## src/rtl/bp_resolve_queue_if.sv

```systemverilog
// Fetch/execute handshake bundle for the branch resolve queue.
// master = predictor + branch unit side, slave = the queue.
interface bp_resolve_queue_if #(
    parameter int word_width = 32
);
    logic                  pred_valid;
    logic                  pred_taken;
    logic [word_width-1:0] pred_addr;
    logic                  pred_ready;
    logic                  res_valid;
    logic                  res_taken;
    logic [word_width-1:0] res_target;
    logic [word_width-1:0] res_fallthrough;
    logic                  res_ready;

    modport master (
        output pred_valid, pred_taken, pred_addr,
        output res_valid, res_taken, res_target, res_fallthrough,
        input  pred_ready, res_ready
    );

    modport slave (
        input  pred_valid, pred_taken, pred_addr,
        input  res_valid, res_taken, res_target, res_fallthrough,
        output pred_ready, res_ready
    );
endinterface

```

## src/rtl/bp_resolve_queue.sv

```systemverilog
// In-order queue of fetch-time predictions, checked against execute outcomes;
// emits a registered mispredict/redirect pulse and flushes wrong-path entries.
module bp_resolve_queue #(
    parameter int word_width = 32,
    parameter int depth      = 4,
    parameter int cnt_width  = 16
) (
    input  logic                       clk,
    input  logic                       reset,
    bp_resolve_queue_if.slave          bus,
    input  logic                       flush_in,
    output logic                       mispredict,
    output logic [word_width-1:0]      redirect_addr,
    output logic [$clog2(depth):0]     occupancy,
    output logic [cnt_width-1:0]       mispredict_cnt
);
    localparam int ptr_w = $clog2(depth);
    localparam logic [ptr_w:0] full_occ = (ptr_w + 1)'(depth);

    logic [ptr_w-1:0]      wr_ptr_q, wr_ptr_d;
    logic [ptr_w-1:0]      rd_ptr_q, rd_ptr_d;
    logic [ptr_w:0]        occ_q, occ_d;
    logic                  mispredict_q, mispredict_d;
    logic [word_width-1:0] redirect_q, redirect_d;
    logic [cnt_width-1:0]  cnt_q, cnt_d;

    logic                  taken_mem [depth];
    logic [word_width-1:0] addr_mem  [depth];

    logic                  push, pop, wrong, mis_fire;
    logic                  head_taken;
    logic [word_width-1:0] head_addr, correct_pc;

    assign bus.pred_ready = (occ_q != full_occ);
    assign bus.res_ready  = (occ_q != '0);

    assign push = bus.pred_valid & bus.pred_ready;
    assign pop  = bus.res_valid & bus.res_ready;

    assign head_taken = taken_mem[rd_ptr_q];
    assign head_addr  = addr_mem[rd_ptr_q];
    assign correct_pc = bus.res_taken ? bus.res_target : bus.res_fallthrough;
    assign wrong      = (head_taken != bus.res_taken) |
                        (bus.res_taken & head_taken & (head_addr != bus.res_target));
    // An external flush suppresses the pulse even for a mispredicting pop.
    assign mis_fire   = pop & wrong & ~flush_in;

    always_comb begin
        wr_ptr_d     = wr_ptr_q;
        rd_ptr_d     = rd_ptr_q;
        occ_d        = occ_q;
        mispredict_d = 1'b0;
        redirect_d   = redirect_q;
        cnt_d        = cnt_q;
        if (flush_in) begin
            wr_ptr_d = '0;
            rd_ptr_d = '0;
            occ_d    = '0;
        end else if (mis_fire) begin
            // Everything younger than the mispredicted branch is wrong-path.
            wr_ptr_d     = '0;
            rd_ptr_d     = '0;
            occ_d        = '0;
            mispredict_d = 1'b1;
            redirect_d   = correct_pc;
            if (!(&cnt_q)) cnt_d = cnt_q + 1'b1;
        end else begin
            if (push) wr_ptr_d = wr_ptr_q + 1'b1;
            if (pop)  rd_ptr_d = rd_ptr_q + 1'b1;
            occ_d = occ_q + {{ptr_w{1'b0}}, push} - {{ptr_w{1'b0}}, pop};
        end
    end

    always_ff @(posedge clk) begin
        if (!reset) begin
            wr_ptr_q     <= '0;
            rd_ptr_q     <= '0;
            occ_q        <= '0;
            mispredict_q <= 1'b0;
            redirect_q   <= '0;
            cnt_q        <= '0;
        end else begin
            wr_ptr_q     <= wr_ptr_d;
            rd_ptr_q     <= rd_ptr_d;
            occ_q        <= occ_d;
            mispredict_q <= mispredict_d;
            redirect_q   <= redirect_d;
            cnt_q        <= cnt_d;
        end
    end

    // Entry contents need no reset; occupancy alone decides what is live.
    always_ff @(posedge clk) begin
        if (push) begin
            taken_mem[wr_ptr_q] <= bus.pred_taken;
            addr_mem[wr_ptr_q]  <= bus.pred_addr;
        end
    end

    assign mispredict     = mispredict_q;
    assign redirect_addr  = redirect_q;
    assign occupancy      = occ_q;
    assign mispredict_cnt = cnt_q;
endmodule

```

## src/flat_wrapper.sv

```systemverilog
// flat-port wrapper written by rule: the top's interface ports become plain ports
module bp_resolve_queue_flat 
#(
    parameter int word_width = 32,
    parameter int depth      = 4,
    parameter int cnt_width  = 16
)
  (clk, reset, flush_in, mispredict, redirect_addr, occupancy, mispredict_cnt, bus_pred_valid, bus_pred_taken, bus_pred_addr, bus_res_valid, bus_res_taken, bus_res_target, bus_res_fallthrough, bus_pred_ready, bus_res_ready);
  bp_resolve_queue_if #(.word_width(word_width)) bus_i ();
  input  logic clk;
  input  logic reset;
  input  logic flush_in;
  output logic mispredict;
  output logic [word_width-1:0] redirect_addr;
  output logic [$clog2(depth):0] occupancy;
  output logic [cnt_width-1:0] mispredict_cnt;
  input wire logic [$bits(bus_i.pred_valid)-1:0] bus_pred_valid;
  input wire logic [$bits(bus_i.pred_taken)-1:0] bus_pred_taken;
  input wire logic [$bits(bus_i.pred_addr)-1:0] bus_pred_addr;
  input wire logic [$bits(bus_i.res_valid)-1:0] bus_res_valid;
  input wire logic [$bits(bus_i.res_taken)-1:0] bus_res_taken;
  input wire logic [$bits(bus_i.res_target)-1:0] bus_res_target;
  input wire logic [$bits(bus_i.res_fallthrough)-1:0] bus_res_fallthrough;
  output wire logic [$bits(bus_i.pred_ready)-1:0] bus_pred_ready;
  output wire logic [$bits(bus_i.res_ready)-1:0] bus_res_ready;
  assign bus_i.pred_valid = bus_pred_valid;
  assign bus_i.pred_taken = bus_pred_taken;
  assign bus_i.pred_addr = bus_pred_addr;
  assign bus_i.res_valid = bus_res_valid;
  assign bus_i.res_taken = bus_res_taken;
  assign bus_i.res_target = bus_res_target;
  assign bus_i.res_fallthrough = bus_res_fallthrough;
  assign bus_pred_ready = bus_i.pred_ready;
  assign bus_res_ready = bus_i.res_ready;
  bp_resolve_queue #(.word_width(word_width), .depth(depth), .cnt_width(cnt_width)) u_core (.clk(clk), .reset(reset), .bus(bus_i), .flush_in(flush_in), .mispredict(mispredict), .redirect_addr(redirect_addr), .occupancy(occupancy), .mispredict_cnt(mispredict_cnt));
endmodule
```

## config.mk

```make
export PLATFORM = sky130hd
export DESIGN_NAME = bp_resolve_queue_flat
export DESIGN_NICKNAME = d
export VERILOG_FILES = /design/src/rtl/bp_resolve_queue_if.sv /design/src/rtl/bp_resolve_queue.sv /design/src/flat_wrapper.sv
export SDC_FILE = /design/constraint.sdc
export NUM_CORES = 1
export LEC_CHECK = 0
export ABC_AREA = 1
export CAP_MARGIN = 30
export CORE_MARGIN = 2
export CORE_UTILIZATION = 51
export CTS_BUF_LIST = sky130_fd_sc_hd__clkbuf_8 sky130_fd_sc_hd__clkbuf_16
export CTS_CLUSTER_SIZE = 8
export DETAILED_ROUTE_END_ITERATION = 12
export MAX_ROUTING_LAYER = met4
export PLACE_DENSITY = 0.88
export SYNTH_ARGS = -nofsm -noshare
export SYNTH_HDL_FRONTEND = slang
export SYNTH_SLANG_ARGS = --single-unit
```

## constraint.sdc

```tcl
create_clock -name clk -period 3.5 [get_ports clk]
set_clock_uncertainty 0.05 [all_clocks]
set_input_delay 0.7 -clock clk [delete_from_list [all_inputs] [get_ports clk]]
set_output_delay 0.7 -clock clk [all_outputs]
set_load 0.02 [all_outputs]
```

Word-level counts from Yosys, hierarchy flattened
Memory sizes are Yosys's and may differ from the RTL's. A register that Yosys moved wholly into a read port is not among the register bits.
Index checks and enable logic that the tools add are counted.
Storage, ports and cells
  bits in registers: 56
  memory bits (writable): 132
  input bits: 103
  output and inout bits: 54
  logic and storage cells: 40
  memories kept: 2
Memory list
  u_core.addr_mem: depth 4, width 32, read ports 1, clocked after memory_dff 1, write ports 1, RTL line bp_resolve_queue.sv:28  | logic [word_width-1:0] addr_mem [depth];
  u_core.taken_mem: depth 4, width 1, read ports 1, clocked after memory_dff 1, write ports 1, RTL line bp_resolve_queue.sv:27  | logic taken_mem [depth];
Operators by class
  add/sub/neg operators: 5
  equal/unequal tests: 3
  multiplexer cells: 8
  bitwise operators: 10
  reductions and logical operators: 6
Operators by type and width (count)
  $mux 32: 1
  $ne 32x32->1: 1
  $add 16x1->16 const B: 1
  $reduce_and 16->1: 1
  $mux 2: 4
  $and 1x1->1: 6
  $add 2x1->2 const B: 2
  $add 3x1->3: 1
  $mux 1: 3
  $ne 3x3->1 const B: 1
  $not 1->1: 3
  $reduce_and 3->1: 1
  $reduce_bool 3->1: 1
  $reduce_or 3->1: 1
  $sub 3x1->3: 1
  $reduce_and 2->1: 1
  $reduce_or 2->1: 1
  $ne 1x1->1: 1
  $or 1x1->1: 1

Longest topological paths before layout
Gate-level depths: netlist of run 1.
  depth after elaboration: 7
  depth in mapped cells: 21
  gate-level depth less buffers: 19

Worst setup path after synthesis of run 1
Ideal clock, no wire load.
  path kind: register to register
  start: register u_core.occ_q[1], in the netlist u_core.occupancy[1]
  end: memory u_core.addr_mem[0][0] (enable)
  library setup time: 423 ps
  data arrival time: 2442 ps
  required time: 3027 ps
  path slack: 584 ps
  stages on the path, launching flop included: 5
  path buffers: 0
  period minus slack after synthesis: 2916 ps
  cells stage by stage: dfxtp_1 -> inv_1 -> nand3_1 -> nand2_1 -> nor2_1
Between the ends
  word-level cells in the longest chain between the ends: 4
RTL lines
  start: declaration: RTL line bp_resolve_queue.sv:22  | logic [ptr_w:0] occ_q, occ_d;
  start signal: assignment: RTL line bp_resolve_queue.sv:78  | occ_q <= '0;
  start signal: assignment: RTL line bp_resolve_queue.sv:85  | occ_q <= occ_d;
  $ne 3x3->1: RTL line bp_resolve_queue.sv:34  | assign bus.pred_ready = (occ_q != full_occ);
  via bus_pred_ready: RTL line flat_wrapper.sv:24  | output wire logic [$bits(bus_i.pred_ready)-1:0] bus_pred_ready;
  $and 1x1->1: RTL line bp_resolve_queue.sv:37  | assign push = bus.pred_valid & bus.pred_ready;
  $mux 1: RTL line bp_resolve_queue.sv:94  | if (push) begin
  $mux 1 (implied by the code): RTL line bp_resolve_queue.sv:96  | addr_mem[wr_ptr_q] <= bus.pred_addr;
  end: declaration: RTL line bp_resolve_queue.sv:28
The timed path passes the listed nets, and every way through them passes these cells.

==> results of run 1 <==
==> cell usage after synthesis, types with 8 or more instances <==
cell type    n  area share (%)
a21oi_1     29             1.7
buf_2       21             1.2
clkbuf_1    14            0.61
dfxtp_1     58              14
edfxtp_1   132              46
ha_1         8             1.2
inv_1       78             3.4
nand2_1    359              16
nand3_1    142             8.3
nand4_1      9            0.66
nor2_1      79             3.5
nor3_1       8            0.47
==> layout make-up <==
class	instances	share of cell area, %
flip-flops and latches	190	46.79
multi-input cells	662	26.97
repair buffers	171	15.42
clock buffers	23	4.739
inverters	80	2.741
well taps	220	2.512
clock inverters	9	0.8336
==> critical path: cells and delay by family (launching register included) <==
| family | cells | cell delay (ps) |
|---|---|---|
| simple gates | 15 | 1470 |
| flops | 1 | 340 |
| buf+inv | 4 | 1140 |
==> kinds of logic (layout without fill, tap and decap cells) <==
logic type,Yosys count,in the layout,share of synthesized area (%)
buffers and inverters,123,283,5.963
flip-flops,190,190,59.87
AO/OA/AOI/OAI,34,34,2.002
adder cells (fa/ha/maj),9,9,1.403
multiplexers,6,6,0.7892
XOR/XNOR,3,3,0.3070
AND/OR/NAND/NOR,610,610,29.67
==> per-layer routing <==
| metal | GRT usage, % | wire [um] | vias to the layer above |
|---|---|---|---|
| met3 | 5.556 | 1834 | 49 |
| met2 | 42.73 | 10680 | 324 |
| met1 | 31.40 | 8955 | 3330 |
| met5 | - | 0 | - |
| li1 | - | - | 3478 |
| met4 | 9.634 | 530 | 0 |
==> power by group through the flow <==
stage	clock network (mW)	registers, mW	logic (mW)
after floorplan	0	2.60	0.354
after detailed placement	0	2.58	0.690
after global placement	0	2.57	0.672
final	1.97	2.53	0.697
after global routing	2.08	2.53	0.769
after CTS	1.98	2.53	0.697
==> how the worst min path moves through the flow <==
| stage | slack, ps | startpoint | endpoint | depth (start not counted) |
|---|---|---|---|---|
| 3_3_place_gp | 410 | u_core.redirect_addr[6]$_SDFFE_PN0P_ | u_core.redirect_addr[6]$_SDFFE_PN0P_ | 2 |
| 5_1_grt | 450 | u_core.redirect_addr[14]$_SDFFE_PN0P_ | u_core.redirect_addr[14]$_SDFFE_PN0P_ | 2 |
| 4_1_cts | 430 | u_core.redirect_addr[0]$_SDFFE_PN0P_ | u_core.redirect_addr[0]$_SDFFE_PN0P_ | 2 |
| 2_1_floorplan | 400 | u_core.rd_ptr_q[1]$_SDFFE_PP0P_ | register | 2 |
| 3_5_place_dp | 410 | u_core.redirect_addr[12]$_SDFFE_PN0P_ | u_core.redirect_addr[12]$_SDFFE_PN0P_ | 2 |
| 6_report | 420 | u_core.redirect_addr[17]$_SDFFE_PN0P_ | u_core.redirect_addr[17]$_SDFFE_PN0P_ | 2 |
==> metrics by stage <==
stage,setup slack [ps],power (mW),hold slack (ps)
floorplan,584.3,2.954,402.9
global placement,448.5,3.245,412.6
detailed placement,403.1,3.267,413.1
CTS,443.3,5.202,426.0
global route,100.3,5.380,448.6
finish,440.9,5.195,423.8
==> registers in the layout (all words and copies together), names as in the netlist, named ones only <==
name	count
u_core.rd_ptr_q	2
u_core.occupancy	3
u_core.mispredict_cnt	16
u_core.redirect_addr	32
u_core.taken_mem	4
u_core.addr_mem	128
u_core.mispredict	1
u_core.wr_ptr_q	2
==> flow_summary_export.csv, run 1 <==
group,metric,value,unit
route,ant_nets,0,
worst_setup_path,cp_common_cell,"nand2_1",
route,drc,0,
logic_synthesis,synth_seq_area_share,59.87,%
power_and_ir_drop,p_per_area,474.1,nW/um^2
worst_setup_path,arrival,3380,ps
route,drt_iter0_drc,594,
grt,grt_pass1_vias,6679,
layout,drive_gt1_share,5.551,%
logic_synthesis,synth_edf_count,132,
power_and_ir_drop,p_switching,1.232,mW
worst_setup_path,ff2ff_path_depth,19,
timing,setup_viol,0,
place,io_buffers,156,
place,postPlaceCellArea,10350,um^2
worst_setup_path,ff2ff_setup_slack,440,ps
clock_tree,post_cts_buffers,0,
grt,gr-usage-all-layers,25.87,%
place,dp_hpwl,14520,um
clock_tree,cts_buffers,17,
worst_setup_path,critPathCaptureType,"register",
layout,regArea,5126,um^2
timing,tns,0,ps
layout,multi_input_area,2955,um^2
worst_setup_path,rr_endpoint,"u_core.redirect_addr[18]$_SDFFE_PN0P_",
layout,final_util,66.31,%
timing,timing.final.crit_share,87.40,%
timing,drv_slew,0,
status,status,"finished clean",
flow_run,drv_cap,0,
grt,antenna_found_initial,0,
die,rows,47,
power_and_ir_drop,p_seq_share,48.7,%
clock_tree,clock_sinks,190,
die,die_h,133.6,um
layout,n_fill_cell,1271,
worst_setup_path,cp.required,3820,ps
layout,syn_to_final_growth,27.99,%
grt,grt_max_degree,67,
route,drtPass1Iterations,6,
die,die_w,133.6,um
route,wl_per_cell,16.24,um
route,vias,7181,
power_and_ir_drop,switching_share,23.72,%
clock_tree,cts_resized,0,
timing,maxSlewHeadroom,57.05,%
clock_tree,htreeDepth,4,
layout,antenna_cells,0,
power_and_ir_drop,combinationalPowerShare,13.4,%
clock_tree,cts.hold.buffers_added,0,
power_and_ir_drop,intPower,3.962,mW
worst_setup_path,critical_path_class,"register to register",
logic_synthesis,ys_types,28,
timing,worstMarginPinSlew,644.2,ps
power_and_ir_drop,peakVddDrop,0.4269,mV
place,place.gp.congestion,0.8859,
logic_synthesis,yosysWarnings,0,
timing,max_freq,326.9,MHz
layout,fin_nets,1234,
die,die_area,17840,um^2
worst_setup_path,cp_cell_sequence,"inv_2 -> buf_4 -> nand2_1 -> nand3_1 -> nand3b_1 -> nand2_1 -> inv_1 -> nand2_1 -> nor2_1 -> nand2_1 -> nor2_1 -> nand2_1 -> nand2_1 -> nand2_2 -> nand2_2 -> nor2_2 -> buf_4 -> nand2_1 -> nand2_1",
clock_tree,cts_buffer_depth,2,
die,initial_core_util,51.81,%
clock_tree,cts_tree,"yes",
logic_synthesis,syn_avg_cell_area,8.780,um^2
route,vias_per_cell,5.300,
layout,layout_commonest_cell,"nand2_1",
worst_setup_path,crit_path_end,"u_core.redirect_addr[18]$_SDFFE_PN0P_",
logic_synthesis,ys_seq_elements,190,
clock_tree,cts-root-buf,"clkbuf_16",
power_and_ir_drop,clkPwrFrac,37.9,%
power_and_ir_drop,power_leakage,4.542,nW
worst_setup_path,critPathMaxFanout,28,
grt,grt_pass1_wl,34060,um
worst_setup_path,start_kind,"register",
layout,design_area,10960,um^2
grt,grt.overflow.total,0,
logic_synthesis,syn_inst,975,
die,core-area,16520,um^2
layout,fin_cells,1355,
timing,finalCriticalPeriod,3059,ps
worst_setup_path,crit_slowest_cell,"inv_2",
logic_synthesis,netlist_area,8561,um^2
clock_tree,clk_pin_slew,60,ps
place,dp.cells,1323,
layout,final_cell_mix,"nand2_1, clkdlybuf4s50_1, nand3_1",
worst_setup_path,timing.critical_path.slowest_cell_delay,420,ps
logic_synthesis,async_reset_ff_share,0,%
logic_synthesis,ys.flop_type,"edfxtp_1",
timing,finalHoldViolCount,0,
clock_tree,clk_latency,430,ps
die,ioPinCount,157,
min_path,hold_class,"register to register",
logic_synthesis,synth_fp_nets,1087,
route,drt_wl_total,22000,um
timing,rsz0062_at_grt,"false",
Power figures use the tool's default switching activity.
==> run 2: changes to the inputs <==
--- a/config.mk
+++ b/config.mk
@@ -13,7 +13,7 @@
 export CTS_CLUSTER_SIZE = 8
 export DETAILED_ROUTE_END_ITERATION = 12
 export MAX_ROUTING_LAYER = met4
-export PLACE_DENSITY = 0.88
+export PLACE_DENSITY = 0.8
 export SYNTH_ARGS = -nofsm -noshare
 export SYNTH_HDL_FRONTEND = slang
 export SYNTH_SLANG_ARGS = --single-unit
==> flow_summary_export.csv, run 2 (synthesis results as in run 1) <==
group,metric,value,unit
clock_tree,htreeDepth,4,
clock_tree,cts_resized,0,
clock_tree,cts_buffers,17,
clock_tree,cts-root-buf,"clkbuf_16",
min_path,hold_class,"register to register",
worst_setup_path,critPathMaxFanout,26,
timing,maxSlewHeadroom,56.82,%
place,dp_hpwl,14300,um
layout,fin_nets,1236,
layout,regMostFlops,"u_core.addr_mem",
place,io_buffers,156,
route,drtPass1Iterations,5,
die,core-area,16520,um^2
worst_setup_path,critPathCaptureType,"register",
status,status,"finished clean",
grt,gr-usage-all-layers,26.01,%
worst_setup_path,timing.critical_path.slowest_cell_delay,400,ps
route,drc,0,
timing,timing.final.crit_share,88.30,%
worst_setup_path,cp_num_buf_inv,4,
clock_tree,clk_latency,430,ps
worst_setup_path,arrival,3420,ps
timing,tns,0,ps
flow_run,drv_cap,0,
die,initial_core_util,51.81,%
layout,final_cell_mix,"nand2_1, clkdlybuf4s50_1, nand3_1",
die,die_w,133.6,um
layout,n_fill_cell,1295,
power_and_ir_drop,peakVddDrop,0.3583,mV
layout,drive_gt1_share,6.157,%
timing,drv_slew,0,
timing,setup_ws,409.5,ps
route,drt_wl_total,21610,um
clock_tree,clock_sinks,190,
clock_tree,cts_tree,"yes",
worst_setup_path,cp_common_cell,"nand2_1",
grt,grt_max_degree,67,
layout,layout_commonest_cell,"nand2_1",
timing,worstMarginPinSlew,647.7,ps
die,rows,47,
grt,grt.overflow.total,0,
clock_tree,cts.hold.buffers_added,0,
die,die_h,133.6,um
worst_setup_path,cp.required,3830,ps
worst_setup_path,path_delay_family,"simple AND/OR/NAND/NOR gates",
timing,rsz0062_at_grt,"false",
clock_tree,clk_pin_slew,70,ps
route,vias_per_cell,5.262,
place,place.gp.congestion,0.8337,
worst_setup_path,critical_path_class,"register to register",
grt,grt_pass1_wl,34380,um
worst_setup_path,crit_slowest_cell,"buf_4",
timing,finalCriticalPeriod,3091,ps
layout,largest_register_ffs,128,
route,ant_nets,0,
die,ioPinCount,157,
timing,setup_viol,0,
worst_setup_path,cp_cell_sequence,"inv_2 -> buf_4 -> nand3_1 -> nand2_1 -> nand2_1 -> nand2_1 -> inv_1 -> nand2_1 -> nor2_1 -> nand2_1 -> nor2_1 -> nand2_1 -> nand2_1 -> nand2_2 -> nand2_2 -> nor2_2 -> buf_4 -> nand2_1 -> nand2_1",
clock_tree,post_cts_buffers,0,
die,die_area,17840,um^2
power_and_ir_drop,p_per_area,469.0,nW/um^2
layout,syn_to_final_growth,27.78,%
timing,finalHoldViolCount,0,
grt,grt_pass1_vias,6825,
timing,max_freq,323.6,MHz
clock_tree,cts_buffer_depth,2,
grt,antenna_found_initial,1,
route,drt_iter0_drc,563,
route,wl_per_cell,15.90,um
place,dp_slack,430.1,ps
worst_setup_path,start_kind,"register",
route,vias,7151,
power_and_ir_drop,power_leakage,4.509,nW
==> run 2: area by class of cell <==
type | instances | area [um^2] | area share, %
clock buffers | 17 | 425.4 | 3.889
clock inverters | 15 | 160.2 | 1.464
diodes | 2 | 5.005 | 0.04575
well taps | 220 | 275.3 | 2.516
multi-input cells | 662 | 2955 | 27.02
flip-flops and latches | 190 | 5126 | 46.86
inverters | 80 | 300.3 | 2.745
repair buffers | 173 | 1692 | 15.46
==> run 2: path summary, 6_finish.rpt <==
check | startpoint | to | slack [ps] | cells past startpoint
max | register | u_core.redirect_addr[2]$_SDFFE_PN0P_ | 410 | 19
max reg2reg | register | u_core.redirect_addr[2]$_SDFFE_PN0P_ | 410 | 19
min | u_core.redirect_addr[1]$_SDFFE_PN0P_ | u_core.redirect_addr[1]$_SDFFE_PN0P_ | 420 | 2
min reg2reg | u_core.redirect_addr[1]$_SDFFE_PN0P_ | u_core.redirect_addr[1]$_SDFFE_PN0P_ | 420 | 2
==> run 2: worst min-delay path, cell delays in order (launching register included) <==
cell and delay, ps:
dfxtp_1 310, nand3_1 70, nand2_1 50
==> run 2: routing by layer <==
metal  global-route usage (%)  wire [um]
met1                    31.42       8740
met2                    42.27      10350
met3                    5.670       1896
met4                    11.29        620
met5                        -          0
==> run 2: where the power goes <==
part           switching (mW)  internal (mW)  leakage, nW
sequential             0.0331           2.49         1.68
combinational           0.402          0.289         2.55
clock                   0.848           1.06        0.281
==> run 2: stage by stage <==
step | area (um^2) | std cells | util [%] | hold slack [ps] | power [mW]
floorplan | 8561 | 975 | - | 402.9 | 2.954
global placement | 10350 | 1325 | 62.63 | 406.2 | 3.247
detailed placement | 10350 | 1325 | 62.63 | 413.6 | 3.264
CTS | 10930 | 1357 | 66.17 | 425.4 | 5.153
global route | 10940 | 1358 | 66.18 | 443.7 | 5.340
finish | 10940 | 1359 | 66.20 | 420.1 | 5.131
==> patch 1 (settings of run 1) <==
Remove the register `mispredict_q`: a continuous assignment takes its place, so the output `mispredict` follows one clock earlier.
--- a/src/rtl/bp_resolve_queue.sv
+++ b/src/rtl/bp_resolve_queue.sv
@@ -78,3 +78,2 @@
             occ_q        <= '0;
-            mispredict_q <= 1'b0;
             redirect_q   <= '0;
@@ -85,3 +84,2 @@
             occ_q        <= occ_d;
-            mispredict_q <= mispredict_d;
             redirect_q   <= redirect_d;
@@ -90,2 +88,4 @@
     end
+
+    assign mispredict_q = mispredict_d;
 
Function: changed (Yosys sat finds a counterexample within 4 cycles, from zero or initial values and one cycle with reset low).
==> patch 1 against run 1 <==
  * Via count is 2.3% higher
  * Count of clock-buffer cells in the layout is 5 lower
  * Critical path type is now reg -> out
  * Setup slack worse by 230 ps
  * Combinational power is 24% higher
  * Die area is 2.0% higher
  * Register-to-register slack worse by 60 ps
  * Power is 0.95% higher
  * Wire length is 1.7% higher
  * Sequential cell count is 1 lower
  * Global-route usage is 0.51 points higher
  * Largest cell class unchanged
  * Hold slack better by 16 ps
  * Largest power group unchanged
  * Maximum frequency is 7.0% lower
  * Design area is 2.9% higher
  * Area after synthesis is 2.1% higher
==> patch 1: results (changes against run 1) <==
{| class="wikitable"
! Metric !! Value
|-
| Status || complete, no violations (unchanged)
|-
| Combined area of the multi-input logic cells || 3040 um2 (was 2960 um2)
|-
| Met2 track utilization from global routing || 0.438 (was 0.427)
|-
| WHS Endpoint || u_core.rd_ptr_q[1]$_SDFFE_PP0P_ (was u_core.redirect_addr[17]$_SDFFE_PN0P_)
|-
| Register-to-register path setup slack || 380 ps (was 440 ps)
|-
| Cell area after synthesis || 8740 um2 (was 8560 um2)
|-
| Sequential cell area fraction in the yosys report || 0.584 (was 0.599)
|-
| Commonest cells post-synth || sky130_fd_sc_hd__nand2_1 (358), sky130_fd_sc_hd__nor2_1 (144), sky130_fd_sc_hd__edfxtp_1 (132) (was sky130_fd_sc_hd__nand2_1 (359), sky130_fd_sc_hd__nand3_1 (142), sky130_fd_sc_hd__edfxtp_1 (132))
|-
| Clock network area share || 0.0496 (was 0.0557)
|-
| First-iteration detailed-routing DRC count || 538 (was 594)
|-
| Amount of wire on met2 after detailed routing || 11100 um (was 10700 um)
|-
| Fraction of the cycle the final worst path needs || 0.940 (was 0.874)
|-
| Worst hold margin || 440 ps (was 424 ps)
|-
| Adder-cell share of the synthesized area || 0.0137 (was 0.0140)
|-
| Maximum ir drop on the vdd rail || 0.333 mV (was 0.427 mV)
|-
| Most area-consuming cells after synthesis || sky130_fd_sc_hd__edfxtp_1 (45%), sky130_fd_sc_hd__nand2_1 (15%), sky130_fd_sc_hd__dfxtp_1 (13%), sky130_fd_sc_hd__nand3_1 (6.3%), sky130_fd_sc_hd__nor2_1 (6.2%) (was sky130_fd_sc_hd__edfxtp_1 (46%), sky130_fd_sc_hd__nand2_1 (16%), sky130_fd_sc_hd__dfxtp_1 (14%), sky130_fd_sc_hd__nand3_1 (8.3%), sky130_fd_sc_hd__nor2_1 (3.5%))
|-
| Capture point of the worst path || mispredict (was u_core.redirect_addr[18]$_SDFFE_PN0P_)
|-
| Placed instance area || 10600 um2 (was 10300 um2)
|-
| Multiplexer share of the synthesized area || 0.00773 (was 0.00789)
|-
| Slowest cell on the critical path || sky130_fd_sc_hd__dfxtp_4 (was sky130_fd_sc_hd__inv_2)
|-
| Post-DR vias/cell || 5.13 (was 5.30)
|-
| DP HPWL || 15400 um (was 14500 um)
|-
| GR met3 Demand/Resource || 0.0721 (was 0.0556)
|-
| Multi-input combinational cell count || 692 (was 662)
|-
| Weighted congestion at the end of routability-driven global placement || 0.839 (was 0.886)
|-
| Via count of the first global-routing pass || 7124 (was 6679)
|}
==> patch 1: cell types whose count changed after synthesis, sizes merged <==
cell           run 1  this run
or2                2         1
nor3               8         7
nand3            142       110
a21oi             29        28
xor2               1         2
nand4              9        10
nor2              80       144
nand2            362       361
buf               29        33
inv               80       114
clkbuf            14        10
dfxtp             58        57
==> patch 1: power by group through the flow <==
stage	Clock [mW]	Sequential, mW	Combinational [mW]
after floorplan	0	2.63	0.428
after global placement	0	2.59	0.821
after detailed placement	0	2.59	0.844
after CTS	1.86	2.55	0.860
after global routing	1.96	2.55	0.961
final	1.83	2.55	0.867
==> patch 1: stage by stage <==
step                setup TNS (ps)  std cells
CTS                              0       1429
detailed placement           -97.4       1396
finish                           0       1431
global placement              -103       1396
global route                     0       1431
floorplan                        0       1038
==> patch 2 (config.mk and constraints of run 1) <==
Made on the original files. `word_width` is set to 32 in 3 places; all go to 48.
--- a/src/rtl/bp_resolve_queue_if.sv
+++ b/src/rtl/bp_resolve_queue_if.sv
@@ -3,3 +3,3 @@
 interface bp_resolve_queue_if #(
-    parameter int word_width = 32
+    parameter int word_width = 48
 );
--- a/src/rtl/bp_resolve_queue.sv
+++ b/src/rtl/bp_resolve_queue.sv
@@ -3,3 +3,3 @@
 module bp_resolve_queue #(
-    parameter int word_width = 32,
+    parameter int word_width = 48,
     parameter int depth      = 4,
--- a/src/flat_wrapper.sv
+++ b/src/flat_wrapper.sv
@@ -3,3 +3,3 @@
 #(
-    parameter int word_width = 32,
+    parameter int word_width = 48,
     parameter int depth      = 4,
Ports: changed (resized bus_pred_addr, bus_res_fallthrough, bus_res_target and redirect_addr); port bits go from 157 to 221. The function was not compared with the original's and may differ.
==> patch 2 against run 1 <==
  * Sequential power up 43%
  * Synthesized cell count increased by 34%
  * Design area increased by 43%
  * Wire length rose by 48%
  * Combinational power rose by 37%
  * Clock power grew 71%
  * Area after synthesis grew 40%
  * Setup slack worse by 110 ps
  * Sequential cell count grew 80
  * Critical path type unchanged
  * Maximum frequency is 3.5% lower
  * Power rose by 53%
==> patch 2: results (changes against run 1) <==
{| class="wikitable"
! Metric !! Value
|-
| Sequential cell area fraction in the yosys report || 0.615 (was 0.599)
|-
| Adder-cell share of the synthesized area || 0.0100 (was 0.0140)
|-
| Highest net fanout along the worst path || 51 (was 28)
|-
| Filler cell count in the final layout || 1747 (was 1271)
|-
| Status || complete, no violations (unchanged)
|-
| Register-to-register path setup slack || 330 ps (was 440 ps)
|-
| Layout net count || 1682 (was 1234)
|-
| Proportion of layout cells with a drive suffix above 1 || 0.0542 (was 0.0555)
|-
| Count of TritonRoute iterations in the first routing pass || 5 (was 6)
|-
| Multiplexer share of the synthesized area || 0.0113 (was 0.00789)
|-
| Weighted congestion at the end of routability-driven global placement || 0.854 (was 0.886)
|-
| Amount of wire on met2 after detailed routing || 15900 um (was 10700 um)
|-
| Slowest cell on the critical path || sky130_fd_sc_hd__dfxtp_4 (was sky130_fd_sc_hd__inv_2)
|-
| Via count of the first global-routing pass || 9553 (was 6679)
|-
| Commonest cells post-synth || sky130_fd_sc_hd__nand2_1 (481), sky130_fd_sc_hd__nand3_1 (208), sky130_fd_sc_hd__edfxtp_1 (196) (was sky130_fd_sc_hd__nand2_1 (359), sky130_fd_sc_hd__nand3_1 (142), sky130_fd_sc_hd__edfxtp_1 (132))
|-
| Detail-routed net length per standard cell || 17.4 um (was 16.2 um)
|-
| Met1 Resource Use GR || 0.317 (was 0.314)
|-
| Met2 track utilization from global routing || 0.445 (was 0.427)
|-
| DRT met1 WL || 12600 um (was 8960 um)
|-
| Depth of the CTS H-tree || 2 (was 4)
|-
| Cell-internal power || 6.07 mW (was 3.96 mW)
|-
| Global-route wire length before repair || 49300 um (was 34100 um)
|-
| Max FFs per register || 192 (was 128)
|-
| Longest individual stage delay on the worst path || 500 ps (was 420 ps)
|-
| WL met3 || 2960 um (was 1830 um)
|-
| GR Util All Layers || 0.270 (was 0.259)
|-
| Worst path arrival time || 3510 ps (was 3380 ps)
|-
| Cts bufs inserted || 39 (was 17)
|-
| Area share of xor/xnor cells in the synthesized design || 0.00293 (was 0.00307)
|-
| Synthesized-area fraction occupied by ao, oa, aoi and oai cells || 0.0191 (was 0.0200)
|-
| Number of cells in the finished layout apart from fillers || 1872 (was 1355)
|-
| Worst hold margin || 417 ps (was 424 ps)
|-
| WHS Endpoint || u_core.redirect_addr[2]$_SDFFE_PN0P_ (was u_core.redirect_addr[17]$_SDFFE_PN0P_)
|}
-- patch 2: cell types whose count changed after synthesis, sizes merged, moves of 5 or more --
cell	before	now
edfxtp	132	196
nand3	142	208
a21oi	29	39
clkbuf	14	19
nand3b	6	11
buf	29	42
nand2	362	483
dfxtp	58	74
mux2	6	12
nor2	80	97
nand4	9	14
-- patch 2: timing repair --
item,4_1_cts,5_1_grt
resized for setup,0,3
setup buffers,0,0
endpoints found under the setup margin,0,10
hold endpoints to repair,0,0
-- patch 2: per-stage QoR --
step	worst slack, ps	util	area [um2]	total power, mW
after floorplan	-109	-	12000	4.18
after global placement	51.2	0.623	14500	4.59
after detailed placement	10.2	0.624	14500	4.62
after CTS	120	0.673	15700	7.98
after global routing	76.5	0.674	15700	8.22
final	329	0.674	15700	7.93
-- patch 2: logic make-up after synthesis --
| group | after synthesis |
|---|---|
| buffers and inverters | 144 |
| AOI/OAI and AO/OA | 45 |
| and+or+nand+nor | 822 |
| xor gates and xnor gates | 4 |
| DFF | 270 |
| adders and majority gates | 9 |
| muxes | 12 |
-- patch 2: layout make-up --
type	count	share of cell area
multi-input combinational	892	0.256
inverter	83	0.0200
clock inverter	26	0.00623
sequential	270	0.470
clock buffer	42	0.0663
tap	319	0.0255
timing repair buffer	236	0.155
antenna	4	0.000639
-- patch 2: power by group through the flow --
| stage | Sequential (mW) | Clock, mW | Combinational (mW) |
|---|---|---|---|
| after global placement | 3.67 | 0 | 0.920 |
| after CTS | 3.62 | 3.41 | 0.957 |
| after global routing | 3.62 | 3.54 | 1.06 |
| after floorplan | 3.71 | 0 | 0.475 |
| final | 3.62 | 3.36 | 0.956 |
| after detailed placement | 3.68 | 0 | 0.948 |
-- patch 2: worst max-delay path: cells and delay by family, from the launching register on --
kind          cells  cell delay, ps
buf+inv           3             760
flops             1             500
simple gates     14            1720
